[src/rtl/rover_motor_ctrl.sv]
// Two-motor drive stage: command to H-bridge pins and PWM enables,
// with dead time on direction changes and a forward-blocking crash lockout.
module rover_motor_ctrl #(
  parameter int PWM_DIV     = 390,
  parameter int DEAD_CYCLES = 100000,
  parameter int CRASH_FILT  = 4
) (
  input  logic       clk,
  input  logic       rst,
  input  logic [2:0] cmd,
  input  logic       cmd_valid,
  input  logic [7:0] speed,
  input  logic       is_crash,
  output logic       in1,
  output logic       in2,
  output logic       in3,
  output logic       in4,
  output logic       en_a,
  output logic       en_b,
  output logic       crash_lock,
  output logic       busy
);

  localparam int PW = (PWM_DIV > 1) ? $clog2(PWM_DIV) : 1;
  localparam int DW = (DEAD_CYCLES > 1) ? $clog2(DEAD_CYCLES) : 1;
  localparam int FW = (CRASH_FILT > 1) ? $clog2(CRASH_FILT) : 1;

  typedef enum logic [1:0] {IDLE, DEAD, DRIVE, LOCK} state_t;
  typedef enum logic [2:0] {
    D_STOP, D_FWD, D_REV, D_LEFT, D_RIGHT
  } dir_t;

  state_t        state;
  dir_t          dir, pend_dir, cdir;
  logic [7:0]    duty, pend_duty, pwm_cnt;
  logic [PW-1:0] pre;
  logic [DW-1:0] dcnt;
  logic [FW-1:0] fcnt;
  logic          sync1, sync2, crash_f;
  logic [2:0]    cmd_q;
  logic [7:0]    spd_q;
  logic          vld_q;
  logic          acc, crash_hit, pre_tc;

  always_comb begin
    cdir = D_STOP;
    if (cmd_q <= 3'd4) cdir = dir_t'(cmd_q);
  end

  // fwd commands vanish while an obstacle is in range
  assign acc = vld_q && !(crash_f && cdir == D_FWD);
  assign crash_hit = crash_f &&
    ((state == DRIVE && dir == D_FWD) ||
     (state == DEAD && pend_dir == D_FWD));
  assign pre_tc = (pre == PW'(PWM_DIV - 1));

  always_ff @(posedge clk or posedge rst) begin
    if (rst) begin
      sync1   <= 1'b0;
      sync2   <= 1'b0;
      crash_f <= 1'b0;
      fcnt    <= '0;
      cmd_q   <= '0;
      spd_q   <= '0;
      vld_q   <= 1'b0;
    end else begin
      sync1 <= is_crash;
      sync2 <= sync1;
      cmd_q <= cmd;
      spd_q <= speed;
      vld_q <= cmd_valid;
      if (sync2 != crash_f) begin
        if (fcnt == FW'(CRASH_FILT - 1)) begin
          crash_f <= sync2;
          fcnt    <= '0;
        end else begin
          fcnt <= fcnt + FW'(1);
        end
      end else begin
        fcnt <= '0;
      end
    end
  end

  always_ff @(posedge clk or posedge rst) begin
    if (rst) begin
      state     <= IDLE;
      dir       <= D_STOP;
      pend_dir  <= D_STOP;
      duty      <= '0;
      pend_duty <= '0;
      pwm_cnt   <= '0;
      pre       <= '0;
      dcnt      <= '0;
    end else begin
      pre <= pre_tc ? '0 : pre + PW'(1);
      if (pre_tc) begin
        pwm_cnt <= pwm_cnt + 8'd1;
        if (pwm_cnt == 8'hFF) duty <= pend_duty;
      end
      if (crash_hit) begin
        state <= LOCK;
        dir   <= D_STOP;
      end else if (acc) begin
        if (cdir == D_STOP) begin
          state <= IDLE;
          dir   <= D_STOP;
        end else if (state == DRIVE && cdir == dir) begin
          pend_duty <= spd_q;
        end else begin
          state     <= DEAD;
          dir       <= D_STOP;
          pend_dir  <= cdir;
          pend_duty <= spd_q;
          dcnt      <= '0;
        end
      end else if (state == DEAD) begin
        if (dcnt == DW'(DEAD_CYCLES - 1)) begin
          state   <= DRIVE;
          dir     <= pend_dir;
          duty    <= pend_duty;
          pwm_cnt <= '0;
          pre     <= '0;
        end else begin
          dcnt <= dcnt + DW'(1);
        end
      end
    end
  end

  always_ff @(posedge clk or posedge rst) begin
    if (rst) begin
      {in1, in2, in3, in4} <= 4'b0000;
      en_a       <= 1'b0;
      en_b       <= 1'b0;
      crash_lock <= 1'b0;
      busy       <= 1'b0;
    end else begin
      {in1, in2, in3, in4} <= 4'b0000;
      if (state == DRIVE) begin
        case (dir)
          D_FWD:   {in1, in2, in3, in4} <= 4'b1010;
          D_REV:   {in1, in2, in3, in4} <= 4'b0101;
          D_LEFT:  {in1, in2, in3, in4} <= 4'b0110;
          D_RIGHT: {in1, in2, in3, in4} <= 4'b1001;
          default: {in1, in2, in3, in4} <= 4'b0000;
        endcase
      end
      en_a       <= (state == DRIVE) && (pwm_cnt < duty);
      en_b       <= (state == DRIVE) && (pwm_cnt < duty);
      crash_lock <= (state == LOCK);
      busy       <= (state == DEAD);
    end
  end

endmodule

[config.mk]
export PLATFORM = sky130hd
export DESIGN_NAME = rover_motor_ctrl
export DESIGN_NICKNAME = d
export VERILOG_FILES = /design/src/rtl/rover_motor_ctrl.sv
export SDC_FILE = /design/constraint.sdc
export NUM_CORES = 1
export LEC_CHECK = 0
export ABC_CLOCK_PERIOD_IN_PS = 2650
export CORE_MARGIN = 4
export CORE_UTILIZATION = 53
export DETAILED_ROUTE_END_ITERATION = 8
export PLACE_DENSITY = 0.75
export SKIP_LAST_GASP = 1
export SLEW_MARGIN = 20
export SYNTH_ARGS = -nofsm -noshare
export SYNTH_HDL_FRONTEND = slang
export SYNTH_SLANG_ARGS = --single-unit
[constraint.sdc]
create_clock -name clk -period 2.65 [get_ports clk]
set_clock_uncertainty 0.15 [all_clocks]
set_input_delay 0.53 -clock clk [delete_from_list [all_inputs] [get_ports clk]]
set_output_delay 0.53 -clock clk [all_outputs]
set_load 0.05 [all_outputs]
==> impl_metrics.csv, run 1 <==
group,metric,value,unit
status,outcome,"finished, final reports clean",
detailed_routing,drc,0,
global_route,grt_pass1_vias,2646,
logic_synthesis,yosysSeqAreaShare,0.525,
global_route,use_met3,0.0489,
finish,areaGrowthSynthToFinish,13.3,%
die,io_pins,23,
power_and_ir_drop,peakVddDrop,429,uV
logic_synthesis,netlist_area,3900,um2
placed_design,routabilityCongestion,0.803,
setup_path,startpoint_type,"flop",
sta,finalCritPeriodShare,0.931,
global_route,grt_max_degree,33,
placed_design,dp_slack,0.193,ns
logic_synthesis,synth_fa_ha_area_frac,0.0384,
die,rows,31,
logic_synthesis,yosys_warnings,0,
setup_path,crit_family,"simple AND/OR/NAND/NOR gates",
setup_path,crit_required,2.74,ns
global_route,grt_first_pass_wirelength,12.4,mm
clock_network,clk_latency,0.35,ns
sta,grt_setup_unrepaired,"no",
detailed_routing,dr_total_vias,2535,
logic_synthesis,synth_compound_area_frac,0.0715,
sta,tns,0,ns
setup_path,crit_chain,"nor4b_1, nand4_1, o21a_1, mux2_4",
sta,hold_ws,0.207,ns
global_route,gr-total-overflow,0,
sta,fin_ws,0.182,ns
clock_network,cts_sinks,82,
finish,nNetsFinal,386,
clock_network,cts_setup_buffers,0,
logic_synthesis,ys_ff_latch,82,
setup_path,cp.arrival,2.56,ns
sta,tightestPinTransition,0.650,ns
global_route,antenna_found_initial,0,
sta,clock.fmax,405,MHz
placed_design,dp.cells,447,
setup_path,end_kind,"flop",
clock_network,clk_path_buf_depth,2,
die,coreArea,7210,um2
placed_design,io_buffers,22,
finish,final_core_util,0.613,
logic_synthesis,synthesis.nets,360,
sta,hold_viol,0,
setup_path,path_class,"flop to flop",
global_route,grtUsageTotal,0.179,
sta,final.min_clock_period,2.47,ns
die,die_y,93.8,um
power_and_ir_drop,power_per_cell_area,612,nW/um2
clock_network,clk_pin_slew_worst_paths,0.08,ns
clock_network,cts_inserted_buffers,9,
logic_synthesis,synth_top_flop_cell,"dfrtp_1",
clock_network,cts_tree,"yes",
hold_path,hp-class,"flop to flop",
logic_synthesis,synth_area_leader_cell,"dfrtp_1",
logic_synthesis,synth_top_family_by_area,"simple AND/OR/NAND/NOR gates",
finish,drive_gt1_frac,0.157,
detailed_routing,ant_nets,0,
logic_synthesis,synth-xor-area-share,0.0606,
logic_synthesis,async_flop_share,1.00,
die,start_util,0.541,
sta,slew-limit-headroom,0.564,
global_route,grt_use_met2,0.292,
setup_path,worst-path-max-fanout,8,
detailed_routing,viasPerCell,5.48,
job,cap_viol_max_count,0,
global_route,grt_use_met1,0.232,
clock_network,cts_root_buf,"clkbuf_8",
detailed_routing,finalWirelength,6.91,mm
logic_synthesis,synth-edff-count,0,
setup_path,cp_slowest_cell,"nor4b_1",
logic_synthesis,ys_top_cells_by_area,"dfrtp_1, ha_1, xnor2_1",
die,dieArea,8810,um2
placed_design,dpl.hpwl,4.84,mm
finish,diodes,0,
logic_synthesis,synth_cells,333,
logic_synthesis,syn_avg_cell_area,11.7,um2
detailed_routing,drtIter0Drc,121,
logic_synthesis,synthSimpleGateAreaFrac,0.193,
power_and_ir_drop,p_leak,1.85,nW
setup_path,cp.buffers_inverters,0,
setup_path,max_stage_delay,0.49,ns
sta,setup_violations,0,
logic_synthesis,synth_top_area_frac,0.525,
detailed_routing,dr.pass1.iters,4,
global_route,busiest_layer,"met2",
logic_synthesis,synth_mux_area_frac,0.0711,
clock_network,htree_levels,3,
finish,stdcell_count,463,
logic_synthesis,synth.distinct_cells,55,
detailed_routing,wl_per_cell,14.9,um
die,die_w,93.8,um
sta,slew_viol_final,0,
metal layers:
| metal | vias to the layer above | wire, um |
|---|---|---|
| met5 | - | 0 |
| met4 | 0 | 102 |
| met3 | 13 | 271 |
| met2 | 43 | 3320 |
| met1 | 1250 | 3210 |
| li1 | 1229 | - |
report_power, final:
group / switching, W / internal, W
clock: 0.000466 / 0.000440
sequential: 0.0000891 / 0.00136
combinational: 0.000189 / 0.000166
total: 0.000745 / 0.00196
synth_stat cells, drive strengths merged, types with 3 or more instances:
cell    number
dfrtp       82
nor2        31
mux2        19
inv         17
xnor2       17
nand2       14
nand4       13
ha          12
nand3       12
nor3        10
o21ai       10
xor2        10
a21oi        9
buf          9
or4          7
nor2b        6
or3          6
o31ai        4
a21o         3
a32o         3
clkbuf       3
mux2i        3
nand2b       3
nand3b       3
nor3b        3
nor4b        3
flip-flops by register name, summed over array words and instances (netlist names):
| name | cells |
|---|---|
| crash_lock | 1 |
| cmd_q | 3 |
| dir | 3 |
| dcnt | 17 |
| pend_duty | 8 |
| sync2 | 1 |
| pre | 9 |
| in4 | 1 |
| sync1 | 1 |
| crash_f | 1 |
| duty | 8 |
| in1 | 1 |
| pend_dir | 3 |
| state | 2 |
| in3 | 1 |
| vld_q | 1 |
| spd_q | 8 |
| fcnt | 2 |
| en_b | 1 |
| in2 | 1 |
| busy | 1 |
| pwm_cnt | 8 |
cells in the final DEF (no fill, tap or decap), types with 4 or more instances in the layout:
cell type / synthesis / routed
a21oi_1: 8 / 8
clkbuf_8: 0 / 9
clkdlybuf4s50_1: 0 / 22
clkinvlp_4: 0 / 4
dfrtp_1: 82 / 82
ha_1: 12 / 12
inv_1: 17 / 16
mux2_2: 10 / 10
mux2_4: 9 / 9
nand2_1: 13 / 13
nand3_1: 11 / 11
nand4_1: 12 / 12
nor2_1: 31 / 30
nor2b_1: 5 / 5
nor3_1: 10 / 10
o21ai_0: 9 / 9
o31ai_1: 4 / 4
or3_1: 6 / 6
or4_1: 6 / 6
xnor2_1: 17 / 17
xor2_1: 10 / 10
path summary, 6_finish.rpt:
| check | startpoint | to | slack (ns) | cells after the start |
|---|---|---|---|---|
| max | dcnt[6]$_DFFE_PP0P_ | duty[5]$_DFF_PP0_ | 0.18 | 4 |
| min | sync1$_DFF_PP0_ | sync2$_DFF_PP0_ | 0.21 | 0 |
| max reg2reg | dcnt[6]$_DFFE_PP0P_ | duty[5]$_DFF_PP0_ | 0.18 | 4 |
| min reg2reg | sync1$_DFF_PP0_ | sync2$_DFF_PP0_ | 0.21 | 0 |
| max in group asynchronous | rst | dcnt[13]$_DFFE_PP0P_ | 1.42 | 3 |
| min in group asynchronous | rst | fcnt[0]$_DFF_PP0_ | 0.41 | 2 |
kinds of logic after synthesis:
logic type,Yosys count
adders and majority gates,12
buffers and inverters,29
and+or+nand+nor,123
xor gates and xnor gates,27
muxes,22
AOI/OAI and AO/OA,38
DFF,82
per-stage QoR:
step                      cell area (um2)  total power [W]
after floorplan                      3910          0.00171
after detailed placement             4220          0.00183
after CTS                            4420          0.00274
after global routing                 4420          0.00284
final                                4420          0.00271
after global placement               4220          0.00181
timing repair:
| action | 4_1_cts | 5_1_grt |
|---|---|---|
| resized for setup | 0 | 1 |
| hold buffers | 0 | 0 |
| setup endpoints to repair | 0 | 8 |
cell type report:
cell class	count	area, um2
clock buffer	9	124
clock inverter	7	75.1
fill	603	2790
inverter	17	67.6
multi-input combinational	222	1700
sequential	82	2050
tap	99	124
timing repair buffer	27	283
Note: power is estimated with default switching activity, not from simulation.
==> inputs of run 2 (changes only) <==
- ABC_CLOCK_PERIOD_IN_PS: 2650 -> not set
==> results of run 2 <==
The final DEF is identical to that of run 1; final timing and power are the same.
==> inputs of run 3 (changes only) <==
- GPL_ROUTABILITY_DRIVEN: not set -> 0
==> results of run 3 <==
The final DEF is identical to that of run 1; final timing and power are the same.
